==> src/rtl/word_serializer_tx_pkg.sv <==
// Shared definitions for the word serializer: FSM state encoding and
// elaboration-time sizing helpers.
package word_serializer_tx_pkg;

    typedef enum logic [2:0] {
        IDLE       = 3'd0,
        SEND       = 3'd1,
        WAIT_DONE  = 3'd2,
        FINISH     = 3'd3,
        CHECK_SEND = 3'd4,
        CHECK_WAIT = 3'd5
    } state_t;

    // Ceiling log2, never below 1 so a one-entry index still has a bit.
    function automatic int clog2(input int value);
        int result = 0;
        for (int v = value - 1; v > 0; v = v >> 1) result++;
        return (result < 1) ? 1 : result;
    endfunction

    function automatic int nbytes(input int word_width, input int byte_width);
        return word_width / byte_width;
    endfunction

endpackage

==> src/rtl/word_serializer_tx_watchdog.sv <==
// Reusable wait-timeout counter: clear restarts it, enable advances it, and
// timeout flags the TIMEOUT_CYCLES-th cycle since the clear cycle (0 disables).
module tx_watchdog
    import word_serializer_tx_pkg::*;
#(
    parameter int TIMEOUT_CYCLES = 1048576
) (
    input  logic clk,
    input  logic rst_n,
    input  logic clear,
    input  logic enable,
    output logic timeout
);

    localparam int CNT_W = clog2(TIMEOUT_CYCLES + 1);
    localparam int LIMIT = (TIMEOUT_CYCLES > 0) ? TIMEOUT_CYCLES - 1 : 0;

    logic [CNT_W-1:0] count;

    // The clear cycle itself is the first counted cycle, hence the load of 1.
    always_ff @(posedge clk or negedge rst_n) begin
        if (!rst_n) begin
            count <= '0;
        end else if (clear) begin
            count <= CNT_W'(1);
        end else if (enable && (count != '1)) begin
            count <= count + 1'b1;
        end
    end

    assign timeout = (TIMEOUT_CYCLES > 0) && enable && (count >= CNT_W'(LIMIT));

endmodule

==> src/rtl/word_serializer_tx.sv <==
// Splits one word into UART bytes, MSB first, handshaking each byte with tx.
// Define WORD_SERIALIZER_CHECKSUM_EN to append an XOR checksum byte.
module word_serializer_tx
    import word_serializer_tx_pkg::*;
#(
    parameter int LONGITUD_INSTRUCCION = 32,
    parameter int OUTPUT_WORD_LENGTH   = 8,
    parameter int TIMEOUT_CYCLES       = 1048576
) (
    input  logic                            i_clock,
    input  logic                            i_reset,
    input  logic                            i_soft_reset,
    input  logic                            i_start,
    input  logic [LONGITUD_INSTRUCCION-1:0] i_word,
    input  logic                            i_tx_done,
    output logic                            o_tx_start,
    output logic [OUTPUT_WORD_LENGTH-1:0]   o_data_tx,
    output logic                            o_busy,
    output logic                            o_done,
    output logic                            o_error
);

    localparam int W      = LONGITUD_INSTRUCCION;
    localparam int B      = OUTPUT_WORD_LENGTH;
    localparam int NBYTES = nbytes(W, B);
    localparam int IDX_W  = clog2(NBYTES);

    state_t           state;
    logic [W-1:0]     word_q;
    logic [W-1:0]     word_shift;
    logic [IDX_W-1:0] idx;
    logic             last_byte;
    logic             wd_clear;
    logic             wd_enable;
    logic             wd_timeout;

    // The pending bytes always sit at the top of word_q.
    assign word_shift = word_q << B;
    assign last_byte  = (idx == IDX_W'(NBYTES - 1));

`ifdef WORD_SERIALIZER_CHECKSUM_EN
    logic [B-1:0] word_xor;
    logic [B-1:0] checksum_q;

    always_comb begin
        word_xor = '0;
        for (int k = 0; k < NBYTES; k++) word_xor ^= i_word[k*B +: B];
    end

    assign wd_clear  = !i_soft_reset || (state == SEND) || (state == CHECK_SEND);
    assign wd_enable = (state == WAIT_DONE) || (state == CHECK_WAIT);
`else
    assign wd_clear  = !i_soft_reset || (state == SEND);
    assign wd_enable = (state == WAIT_DONE);
`endif

    tx_watchdog #(
        .TIMEOUT_CYCLES(TIMEOUT_CYCLES)
    ) u_watchdog (
        .clk    (i_clock),
        .rst_n  (i_reset),
        .clear  (wd_clear),
        .enable (wd_enable),
        .timeout(wd_timeout)
    );

    // NOTE: the word register is reset along with the FSM so a soft or hard
    // reset leaves no stale byte that could leak onto o_data_tx.
    always_ff @(posedge i_clock or negedge i_reset) begin
        if (!i_reset) begin
            state      <= IDLE;
            word_q     <= '0;
            idx        <= '0;
            o_tx_start <= 1'b0;
            o_data_tx  <= '0;
            o_busy     <= 1'b0;
            o_done     <= 1'b0;
            o_error    <= 1'b0;
`ifdef WORD_SERIALIZER_CHECKSUM_EN
            checksum_q <= '0;
`endif
        end else if (!i_soft_reset) begin
            state      <= IDLE;
            word_q     <= '0;
            idx        <= '0;
            o_tx_start <= 1'b0;
            o_data_tx  <= '0;
            o_busy     <= 1'b0;
            o_done     <= 1'b0;
            o_error    <= 1'b0;
`ifdef WORD_SERIALIZER_CHECKSUM_EN
            checksum_q <= '0;
`endif
        end else begin
            o_tx_start <= 1'b0;
            o_done     <= 1'b0;
            o_error    <= 1'b0;
            case (state)
                IDLE: begin
                    if (i_start) begin
                        word_q     <= i_word;
                        idx        <= '0;
                        o_data_tx  <= i_word[W-1 -: B];
                        o_tx_start <= 1'b1;
                        o_busy     <= 1'b1;
                        state      <= SEND;
`ifdef WORD_SERIALIZER_CHECKSUM_EN
                        checksum_q <= word_xor;
`endif
                    end
                end
                SEND: state <= WAIT_DONE;
                WAIT_DONE: begin
                    // A completed byte wins over a timeout landing in the same cycle.
                    if (i_tx_done) begin
                        if (!last_byte) begin
                            idx        <= idx + 1'b1;
                            word_q     <= word_shift;
                            o_data_tx  <= word_shift[W-1 -: B];
                            o_tx_start <= 1'b1;
                            state      <= SEND;
                        end else begin
`ifdef WORD_SERIALIZER_CHECKSUM_EN
                            o_data_tx  <= checksum_q;
                            o_tx_start <= 1'b1;
                            state      <= CHECK_SEND;
`else
                            o_done     <= 1'b1;
                            state      <= FINISH;
`endif
                        end
                    end else if (wd_timeout) begin
                        o_error <= 1'b1;
                        o_busy  <= 1'b0;
                        state   <= IDLE;
                    end
                end
`ifdef WORD_SERIALIZER_CHECKSUM_EN
                CHECK_SEND: state <= CHECK_WAIT;
                CHECK_WAIT: begin
                    if (i_tx_done) begin
                        o_done <= 1'b1;
                        state  <= FINISH;
                    end else if (wd_timeout) begin
                        o_error <= 1'b1;
                        o_busy  <= 1'b0;
                        state   <= IDLE;
                    end
                end
`endif
                FINISH: begin
                    o_busy <= 1'b0;
                    state  <= IDLE;
                end
                default: begin
                    o_busy <= 1'b0;
                    state  <= IDLE;
                end
            endcase
        end
    end

endmodule

==> config.mk <==
export PLATFORM = sky130hd
export DESIGN_NAME = word_serializer_tx
export DESIGN_NICKNAME = d
export VERILOG_FILES = /design/src/rtl/word_serializer_tx_pkg.sv /design/src/rtl/word_serializer_tx_watchdog.sv /design/src/rtl/word_serializer_tx.sv
export SDC_FILE = /design/constraint.sdc
export NUM_CORES = 1
export LEC_CHECK = 0
export BUFFER_PORTS_ARGS = -buffer_cell sky130_fd_sc_hd__buf_4
export CORE_AREA = 2 2 62 108
export CTS_BUF_LIST = sky130_fd_sc_hd__clkbuf_16
export CTS_CLUSTER_SIZE = 12
export DETAILED_ROUTE_END_ITERATION = 10
export DIE_AREA = 0 0 64 110
export PLACE_DENSITY = 0.74
export SYNTH_ARGS = -nofsm -noshare
export SYNTH_HDL_FRONTEND = slang
export SYNTH_HIERARCHICAL = 1
export SYNTH_SLANG_ARGS = --single-unit
==> constraint.sdc <==
create_clock -name i_clock -period 2 [get_ports i_clock]
set_input_delay 0.3 -clock i_clock [delete_from_list [all_inputs] [get_ports i_clock]]
set_output_delay 0.3 -clock i_clock [all_outputs]
set_load 0.01 [all_outputs]
# Yosys cells after proc, flatten, opt, wreduce, memory -nomap -nowiden
# Cells that the tools add are included.
word_totals:
  output_inout_bits: 12
  ff_bits: 62
  elab_cells: 74
  input_bits: 37
classes:
  n_lt_le_gt_ge: 1
  n_eq_ne: 12
  mux: 41
  add_sub_neg: 2
  n_reduce_logical: 9
ops:
  columns: ["operator", "count"]
  rows:
  - ["$mux 24", 4]
  - ["$pmux 24 s2", 1]
  - ["$mux 21", 2]
  - ["$mux 8", 4]
  - ["$add 21x1->21 const B", 1]
  - ["$ge 21x20->1 const B", 1]
  - ["$ne 21x21->1 const B", 1]
  - ["$mux 1", 16]
  - ["$pmux 8 s2", 1]
  - ["$ne 3x3->1 const B", 5]
  - ["$mux 3", 4]
  - ["$mux 2", 5]
  - ["$pmux 3 s3", 1]
  - ["$reduce_and 4->1", 2]
  - ["$ne 4x4->1 const B", 1]
  - ["$pmux 2 s2", 1]
  - ["$eq 3x1->1 const B", 1]
  - ["$eq 3x2->1 const B", 1]
  - ["$logic_not 3->1", 1]
  - ["$ne 3x1->1 const B", 1]
  - ["$pmux 1 s3", 1]
  - ["$add 2x1->2 const B", 1]
  - ["$eq 2x2->1 const B", 1]
  - ["$logic_and 1x1->1", 2]
  - ["other kinds (6)", 6]

# Logic depth before layout (Yosys ltp)
logic_depth:
  word_depth: 6
  mapped_depth: 8
  mapped_depth_nobuf: 7

# By module
# Netlist, hierarchy kept.
modules_own_cells:
  columns: ["module", "cells_per_inst", "area_each_um2", "instances", "seq_area_each_um2"]
  rows:
  - ["word_serializer_tx", 140, 1836.8, 1, 1001.0]
  - ["tx_watchdog", 127, 1182.4, 1, 525.5]

# Worst setup path before layout
# Ideal clock, no wire load.
synth_path:
  path_kind: "reg-to-reg"
  start: "register u_watchdog.count[0]"
  end: "register u_watchdog.count[19]"
  path_slack_ps: 200
  required_time_ps: 1922
  path_buffers: 1
  path_stages_with_launch: 8
  arrival_time_ps: 1722
  setup_ps: 78
  synth_period_minus_slack_ps: 1800
  cell_sequence: "dfrtp_1 ha_1 and3_1 clkbuf_1 nand3_2 o2111ai_4 or3_1 a21oi_1"
synth_between:
  elab_chain_len: 3
  elab_cells_between_ends: 6
  cone_classes: "add/sub (1); eq/ne (1); mux (2); reduce/logical (2)"
synth_rtl:
  columns: ["element", "line", "rtl"]
  rows:
  - ["start: declaration", "word_serializer_tx_watchdog.sv:18", "logic [CNT_W-1:0] count;"]
  - ["start signal: assignment", "word_serializer_tx_watchdog.sv:27", "count <= count + 1'b1;"]
  - ["$add 21x1->21 / $ne 21x21->1 (equally long branches)", "word_serializer_tx_watchdog.sv:27, word_serializer_tx_watchdog.sv:26", null]
  - ["$mux 21 / $logic_and 1x1->1 (equally long branches)", "word_serializer_tx_watchdog.sv:26", "end else if (enable && (count != '1)) begin"]
  - ["$mux 21 / $reduce_bool 2->1 (equally long branches)", null, null]
# Several ways; a longest one is shown, not always the timed one. The select of a mux whose other input is x is not followed.
# A chain may end at the register's enable or synchronous reset.

# Worst setup path in the final report
layout_path:
  start: "register u_watchdog.count[12]"
  end: "register u_watchdog.count[1]"
layout_between:
  elab_chain_len: 3
layout_rtl:
  columns: ["element", "line"]
  rows:
  - ["$ne 21x21->1", "word_serializer_tx_watchdog.sv:26"]
  - ["$logic_and 1x1->1", "word_serializer_tx_watchdog.sv:26"]
  - ["$reduce_bool 2->1 (no line)", null]
# No other way between the ends.

==> results by group <==
Outcome
  – Run status: finished clean

Clock network
  – Clock root cell: clkbuf_16
  – Clock Sinks: 61
  – CTS tree: yes
  – Post-cts resize count: 0
  – CTS buffer count: 9
  – CTS max path bufs: 2
  – Clk_lat worst skew: 0.33 ns
  – Clk pin slew, worst setup/hold paths: 0.05 ns
  – Post-CTS setup buffer count: 0
  – Htree depth: 3
  – Cts hold-fix bufs: 0

Worst setup path
  – Slowest cell on crit path: or3_1
  – Setup CP Type: flip-flop to flip-flop
  – R2r endpoint: u_watchdog/count[1]
  – R2r setup slk: 0.13 ns
  – WP data arrival: 2.08 ns
  – CP Data Required Time: 2.22 ns
  – R2r startpoint: u_watchdog/count[12]
  – Critical Path Start: u_watchdog/count[12]
  – R2R depth: 5
  – Crit end category: flip-flop
  – Worst Setup Start Kind: flip-flop
  – CP max stage delay: 0.55 ns
  – CP max FO: 7
  – Critical-path cell list: nand4_2 -> or3_1 -> o21ai_4 -> mux2i_1 -> nor2_1

GRT
  – Total gr overflow: 0
  – Initial antenna violation count: 0
  – First-pass GRT wire length: ~11 mm
  – Total global routing track utilization: 20.8%
  – Vias in the first global route: ~2300
  – Largest net degree at the start of global routing: between 60 and 70

Final layout
  – Fillers: 502
  – Commonest non-fill, non-tap cells in the layout: dfrtp_1 (61), buf_4 (53), mux2i_1 (26)
  – Most common cell after layout, fill and taps aside: dfrtp_1
  – Area delta synth->final: 23.6%
  – Area of the multi-input gates: 1390 um^2
  – Final #Nets: 356
  – Share of layout cells above drive strength 1: 25.2%
  – N_diodes: 0
  – Storage cell area: 1530 um^2

Placed design
  – Port Buf Inserts: 48
  – Final HPWL DP: around 4.5 mm
  – Place WS: 0.135 ns
  – Routability cong.: 0.866

Power
  – Lkg Pwr: 1.61 nW
  – PD cells: 837 nW/um^2
  – Maximum vdd ir drop: 751 uV

STA
  – Worst Max-Slew Pin Slew: 0.840 ns
  – Final Max Slew Viols: 0
  – RSZ-0062 raised after global routing: false
  – Worst rel slew slack: 44.0%
  – Final period util: 93.3%
  – Final Setup Violations: 0
  – FMAX: 0.536 GHz
  – TNS Setup: 0 ns
  – Clock Skew: 0.00451 ns
  – Fin crit period: 1.87 ns
  – Final hold vios: 0
  – Final worst slack: 0.133 ns

Run
  – Max_cap viols: 0

Drt
  – Wirelength, routed: 6.46 mm
  – WL per Instance: 16.1 um
  – Via density: ~5.6
  – Post-route DRC: 0
  – DRT iter0 DRCs: 194
  – Detail Route Antenna Nets: 0
  – Pre-antenna DRT Iters: 6
  – Vias: approximately 2300

Yosys
  – Synth Flop Type: dfrtp_1
  – Netlist cell types: 50
  – Synth Instances: approximately 270
  – Syn_nets: 306
  – Warnings from Yosys: 6
  – Post-Syn Area: between 3000 and 4000 um^2
  – Number of flops mapped to enable cells by yosys: 0
  – Seq/Total Area, Yosys: 50.6%
  – Synth Area per Inst: 11.3 um^2
  – Yosys reg bits: 61
  – Async set-reset flop share out of synthesis: 100%

Floorplan
  – FP Rows: 38
  – Core Footprint: 6130 um^2
  – Die Height: between 100 and 150 um
  – I/O Pins: 49
  – Chip Width: 64 um
  – Die area: 7040 um^2
  – Initial Utilization: 49.2%

Hold path
  – HP Class: primary input to async pin
==> worst max-delay path, delay by kind of cell (launching register included) <==
kind             cells  cell delay, ns
AND/OR/NAND/NOR      3            0.78
flip-flops           1            0.43
AO/OA/AOI/OAI        1            0.30
multiplexers         1            0.23
==> sequential cells by signal, indices dropped and copies added (netlist names) <==
name	cells
o_busy	1
state	2
u_watchdog/count	21
o_error	1
o_tx_start	1
o_done	1
idx	2
word_q	24
o_data_tx	8
==> power breakdown <==
| group | total, W | leakage (nW) | switching, W | internal (W) |
|---|---|---|---|---|
| logic | 0.000317 | 0.646 | 0.000161 | 0.000157 |
| registers | 0.00134 | 0.827 | 0.0000407 | 0.00130 |
| clock network | 0.00147 | 0.136 | 0.000528 | 0.000942 |
==> through the flow <==
step | hold slack, ns | utilization (%) | instance area (um^2) | power (W) | std cells
floorplan | 0.00441 | - | 3020 | 0.00153 | 267
global placement | 0.423 | 56.1 | 3440 | 0.00167 | 386
detailed placement | 0.431 | 56.1 | 3440 | 0.00168 | 386
CTS | 0.0720 | 60.7 | 3720 | 0.00316 | 401
global route | 0.116 | 60.8 | 3730 | 0.00326 | 401
finish | 0.0367 | 60.8 | 3730 | 0.00312 | 401
==> synthesized netlist by cell type, types with 5 or more instances <==
master / n / share of area, %
dfrtp_1: 61 / 51
mux2i_1: 26 / 8.6
o2bb2ai_1: 24 / 7.0
nor2_1: 21 / 2.6
nand2_1: 14 / 1.7
a21oi_1: 12 / 2.0
buf_2: 6 / 0.99
nand3_1: 6 / 0.99
xnor2_1: 6 / 1.7
a22o_1: 5 / 1.5
and4_1: 5 / 1.5
inv_1: 5 / 0.62
or3_1: 5 / 1.0
xor2_1: 5 / 1.5
==> cell type report <==
type                    instances  share of cell area (%)
clock buffers                   9                    6.04
clock inverters                 6                    1.48
inverters                       5                   0.503
multi-input cells             186                    37.2
flip-flops and latches         61                    40.9
well taps                      80                    2.68
repair buffers                 54                    11.2
==> cell families (layout without fill, tap and decap cells) <==
logic type               after synthesis  count (layout)  share of synthesized area (%)
AO/OA/AOI/OAI                         63              63                           17.0
XOR/XNOR                              11              11                           3.19
adder cells (fa/ha/maj)                2               2                          0.829
buffers and inverters                 20              74                           3.73
flip-flops                            61              61                           50.6
multiplexers                          26              26                           8.62
AND/OR/NAND/NOR                       84              84                           16.0
==> worst max-delay path by stage <==
stage	endpoint	slack [ns]	cells past startpoint
4_1_cts	u_watchdog/count[5]	0.13	6
6_report	u_watchdog/count[1]	0.13	5
3_3_place_gp	u_watchdog/count[19]	0.19	6
2_1_floorplan	u_watchdog/count[19]	0.20	7
3_5_place_dp	u_watchdog/count[19]	0.14	6
5_1_grt	u_watchdog/count[16]	0.02	6
==> routing by layer <==
metal  global-route usage (%)  routed length [um]  vias up
li1                         -                   -     1088
met1                     23.7                2640     1100
met2                     35.3                3380       52
met3                     5.58                 283       15
met4                     11.2                 158        0
met5                        0                   0        -
No activity file was read; power rests on OpenSTA's default activity.
